$ cat src/rtl/turn_sequencer.sv
// turn_sequencer: per-turn flip/compare/move/end-of-turn sequencer with flip timeout and turn hand-off pulse.
module turn_sequencer #(
  parameter int unsigned FLIP_TIMEOUT = 500_000_000,
  parameter int unsigned TURN_W       = 8
) (
  input  logic              clk,
  input  logic              rst_n,
  input  logic              start,
  input  logic              abort,
  input  logic              flip_valid,
  input  logic              match_valid,
  input  logic              match,
  input  logic              move_done,
  input  logic              win,
  output logic [2:0]        Q,
  output logic              statecombo_next_turn,
  output logic              move_req,
  output logic              game_over,
  output logic [3:0]        chain,
  output logic [TURN_W-1:0] turn_count
);
  localparam int unsigned TW = $clog2(FLIP_TIMEOUT);
  typedef enum logic [2:0] {
    IDLE      = 3'b000,
    WAIT_FLIP = 3'b001,
    COMPARE   = 3'b010,
    MOVE      = 3'b011,
    END_TURN  = 3'b100,
    NEXT      = 3'b101,
    GAME_OVER = 3'b110
  } state_t;
  state_t            state_q, state_d;
  logic [TW-1:0]     timer_q, timer_d;
  logic [3:0]        chain_q, chain_d;
  logic [TURN_W-1:0] turn_q, turn_d;
  logic              first_q, first_d;
  logic              clear_game;
  always_ff @(posedge clk or negedge rst_n) begin
    if (!rst_n) begin
      state_q <= IDLE;
      timer_q <= '0;
      chain_q <= '0;
      turn_q  <= '0;
      first_q <= 1'b0;
    end else begin
      state_q <= state_d;
      timer_q <= timer_d;
      chain_q <= chain_d;
      turn_q  <= turn_d;
      first_q <= first_d;
    end
  end
  always_comb begin
    state_d = state_q;
    if (abort) state_d = IDLE;
    else begin
      case (state_q)
        IDLE:      if (start) state_d = WAIT_FLIP;
        WAIT_FLIP: begin
          if (flip_valid) state_d = COMPARE;
          else if (timer_q == TW'(FLIP_TIMEOUT - 1)) state_d = END_TURN;
        end
        COMPARE:   if (match_valid) state_d = match ? MOVE : END_TURN;
        MOVE:      if (move_done) state_d = win ? GAME_OVER : WAIT_FLIP;
        END_TURN:  state_d = NEXT;
        NEXT:      state_d = WAIT_FLIP;
        GAME_OVER: if (start) state_d = IDLE;
        default:   state_d = IDLE;
      endcase
    end
  end
  // Every entry into WAIT_FLIP comes from another state, so the timer only runs while we stay there.
  always_comb begin
    clear_game = abort || (state_q == IDLE && start);
    timer_d    = (state_q == WAIT_FLIP && state_d == WAIT_FLIP) ? timer_q + 1'b1 : '0;
    chain_d    = (clear_game || state_q == NEXT) ? 4'd0 :
                 (state_q == MOVE && move_done) ? chain_q + {3'b000, chain_q != 4'hf} : chain_q;
    turn_d     = clear_game ? '0 : (state_q == NEXT) ? turn_q + 1'b1 : turn_q;
    first_d    = state_d == MOVE && state_q != MOVE;
  end
  always_comb begin
    Q                    = state_q;
    statecombo_next_turn = state_q == NEXT;
    move_req             = state_q == MOVE && first_q;
    game_over            = state_q == GAME_OVER;
    chain                = chain_q;
    turn_count           = turn_q;
  end
endmodule
$ cat config.mk
export PLATFORM = sky130hd
export DESIGN_NAME = turn_sequencer
export DESIGN_NICKNAME = d
export VERILOG_FILES = /design/src/rtl/turn_sequencer.sv
export SDC_FILE = /design/constraint.sdc
export NUM_CORES = 1
export LEC_CHECK = 0
export ABC_CLOCK_PERIOD_IN_PS = 2900
export CAP_MARGIN = 20
export CORE_MARGIN = 3
export CORE_UTILIZATION = 55
export DETAILED_ROUTE_END_ITERATION = 6
export DONT_BUFFER_PORTS = 1
export PLACE_DENSITY_LB_ADDON = 0.12
export RECOVER_POWER = 100
export SKIP_LAST_GASP = 1
export SYNTH_ARGS = -nofsm -noshare
export SYNTH_HDL_FRONTEND = slang
export SYNTH_SLANG_ARGS = --single-unit
$ cat constraint.sdc
create_clock -name clk -period 2.9 [get_ports clk]
set_clock_uncertainty 0.15 [all_clocks]
set_input_delay 0.58 -clock clk [delete_from_list [all_inputs] [get_ports clk]]
set_output_delay 0.58 -clock clk [all_outputs]
set_load 0.01 [all_outputs]
==> out/results.tsv <==
stage	metric	value	unit
cts	htreeDepth	2	
synth	avgSynthCellArea	9.53	um2
min_path	min-delay-start	abort	
cts	clk_latency	0.29	ns
synth	synth_flop_cell	dfrtp_1	
detailed_routing	drc	0	
synth	synth.distinct_cells	45	
cts	cts_root_buffer	clkbuf_8	
global_route	overflow	0	
global_route	grt_pass1_wl	8.92	mm
worst_setup_path	worst_setup_path_end_kind	register	
detailed_routing	dr.first_iter.drc_count	145	
worst_setup_path	r2r_cells	5	
timing	finalHoldViolCount	0	
synth	ys_warn_count	0	
synth	synth_nets	271	
place	place_hpwl	3.56	mm
final_layout	fin_util	0.621	
final_layout	layout-drive-gt1-share	0.0837	
timing	worst_pin_slew	1.09	ns
detailed_routing	drt-vias-per-instance	6.19	
detailed_routing	finalWirelength	5.10	mm
floorplan	rows	23	
timing	rsz0062_at_grt	no	
detailed_routing	vias	1938	
synth	synth_edf_count	0	
global_route	grt_max_degree	46	
timing	fin_crit_sh	0.859	
pwr	vdd_ir_drop_max	0.373	mV
run_status	status	finished, final reports clean	
min_path	hold-path-cell-count	2	
cts	cts_sinks	45	
final_layout	nNetsFinal	275	
worst_setup_path	startpoint_type	register	
worst_setup_path	cp_max_fo	12	
global_route	grt_pass1_vias	1835	
pwr	p_per_area	423	mW/mm2
floorplan	core_area	0.00414	mm2
worst_setup_path	reg2reg_to	timer_q[28]$_DFF_PN0_	
cts	cts_tree	done	
worst_setup_path	criticalPathCategory	register to register	
worst_setup_path	required	2.97	ns
floorplan	dieArea	0.00531	mm2
floorplan	io_pins	27	
detailed_routing	firstDrtPassIters	4	
worst_setup_path	cp.arrival	2.56	ns
synth	ys_seq_elements	45	
timing	max_freq	402	MHz
synth	synthArstFlopShare	1.00	
synth	synth_top_area_frac	0.458	
timing	drv_slew	0	
pwr	leakagePower	0.00102	uW
global_route	grtUsageTotal	0.213	
timing	post-route-min-period	2.49	ns
worst_setup_path	timing.rr.start	timer_q[0]$_DFF_PN0_	
cts	post-cts-setup-buffers	0	
synth	synthesis.area	0.00246	mm2
detailed_routing	ant_nets	0	
detailed_routing	routedWlPerCell	16.3	um
cts	ctsLongestPathBuffers	2	
synth	ys_top_cells_by_area	dfrtp_1, xor2_1, nor2_1	
synth	yosysSeqAreaShare	0.458	
cts	post_cts_resized	0	
floorplan	die_w	72.9	um
min_path	min_path_type	primary input to register	
timing	setup_violations	0	
floorplan	die_h	72.9	um
synth	syn_inst	258	
global_route	grt_antenna_before_repair	0	
floorplan	start_util	0.594	
timing	fin_tns_setup	0	ns
timing	slew_headroom	0.276	
cts	numCtsBuffers	5	
place	portBuffers	0	
place	gp_congestion	0.857	
final_layout	area_growth	4.58	%
final_layout	antennaDiodeCount	0	
synth	synth_top_area_cell	dfrtp_1	
worst_setup_path	rrSetupSlack	0.41	ns
place	pre_cts_slack	0.555	ns
timing	layout_setup_ws	0.410	ns
min_path	min_to	first_q$_DFF_PN0_	
cts	path_clk_slew	0.08	ns
job	drv_cap	0	
metal layers:
layer	up-vias	track usage	share of wire
li1	962	-	-
met1	949	0.308	0.49
met2	23	0.330	0.47
met3	4	0.0427	0.029
met4	0	0.0533	0.0051
met5	-	0	0
critical path, cell delays in order (launching register included):
cell and delay (ns):
dfrtp_1 0.41, ha_1 0.25, nand4_1 0.29, or4_4 0.69
or4_1 0.48, a21oi_1 0.15
worst max-delay path by stage:
stage / start / endpoint / slack (ns)
after CTS: timer_q[0]$_DFF_PN0_ / timer_q[28]$_DFF_PN0_ / 0.54
after global routing: timer_q[0]$_DFF_PN0_ / timer_q[28]$_DFF_PN0_ / 0.27
after floorplan: timer_q[0]$_DFF_PN0_ / timer_q[20]$_DFF_PN0_ / 0.73
after global placement: timer_q[0]$_DFF_PN0_ / timer_q[28]$_DFF_PN0_ / 0.63
after detailed placement: timer_q[0]$_DFF_PN0_ / timer_q[28]$_DFF_PN0_ / 0.56
final: timer_q[0]$_DFF_PN0_ / timer_q[28]$_DFF_PN0_ / 0.41
state kept, by name, summed over array words and instances, names as in the netlist:
register and flops:
Q 3, chain 4, first_q 1, timer_q 29
turn_count 8
repair_timing:
action	CTS	global route
endpoints found under the hold margin	45	0
hold buffers	2	0
setup endpoints to repair	0	0
cells by family after synthesis:
logic type      Yosys count  synth area share
simple gates            125             0.292
compound gates           47             0.121
flops                    45             0.458
xor+xnor                 19            0.0677
buf+inv                  15            0.0295
fa+ha+maj                 4            0.0203
mux                       3            0.0122
stage by stage:
stage | cells | total power, uW | hold WS [ns] | area (um2)
2_1_floorplan | 258 | 698 | 0.134 | 2460
3_3_place_gp | 303 | 715 | 0.135 | 2500
3_5_place_dp | 303 | 715 | 0.135 | 2500
4_1_cts | 313 | 1100 | 0.295 | 2620
5_1_grt | 313 | 1130 | 0.300 | 2570
6_report | 313 | 1090 | 0.301 | 2570
area by class of cell:
type	count	area, um2
repair buffers	6	36.3
clock buffers	6	72.6
multi-input cells	198	1240
fillers	378	1570
well taps	50	62.6
inverters	6	22.5
clock inverters	2	10.0
flip-flops and latches	45	1130
cells in the final DEF, fill, tap and decap left out, drive strengths merged, types with 2 or more instances in the layout:
| cell | instances |
|---|---|
| clkbuf | 10 |
| dfrtp | 45 |
| ha | 4 |
| clkinv | 2 |
| nand2 | 18 |
| nand3 | 13 |
| and3b | 2 |
| a21oi | 18 |
| nand2b | 2 |
| or2 | 2 |
| or3 | 11 |
| a31oi | 2 |
| nor2b | 2 |
| inv | 6 |
| mux2i | 3 |
| and4 | 5 |
| o211ai | 2 |
| nor2 | 27 |
| or4 | 9 |
| xor2 | 14 |
| and3 | 7 |
| o21bai | 2 |
| nand4 | 17 |
| xnor2 | 5 |
| o21ai | 11 |
| o31ai | 6 |
| a221o | 2 |
| nor4 | 6 |
cell usage after synthesis, drive strengths merged, types with 4 or more instances:
cell and count:
a21oi 18, and3 7, and4 5, buf 4
clkbuf 5, dfrtp 45, ha 4, inv 6
nand2 18, nand3 13, nand4 17, nor2 27
nor4 6, o21ai 11, o31ai 6, or3 11
or4 9, xnor2 5, xor2 14
power by group:
group          switching (uW)  internal [uW]  total [uW]
clock network             208            167         375
logic                    48.6           23.1        71.7
registers                8.97            632         641
No activity file was read; power rests on OpenSTA's default activity.
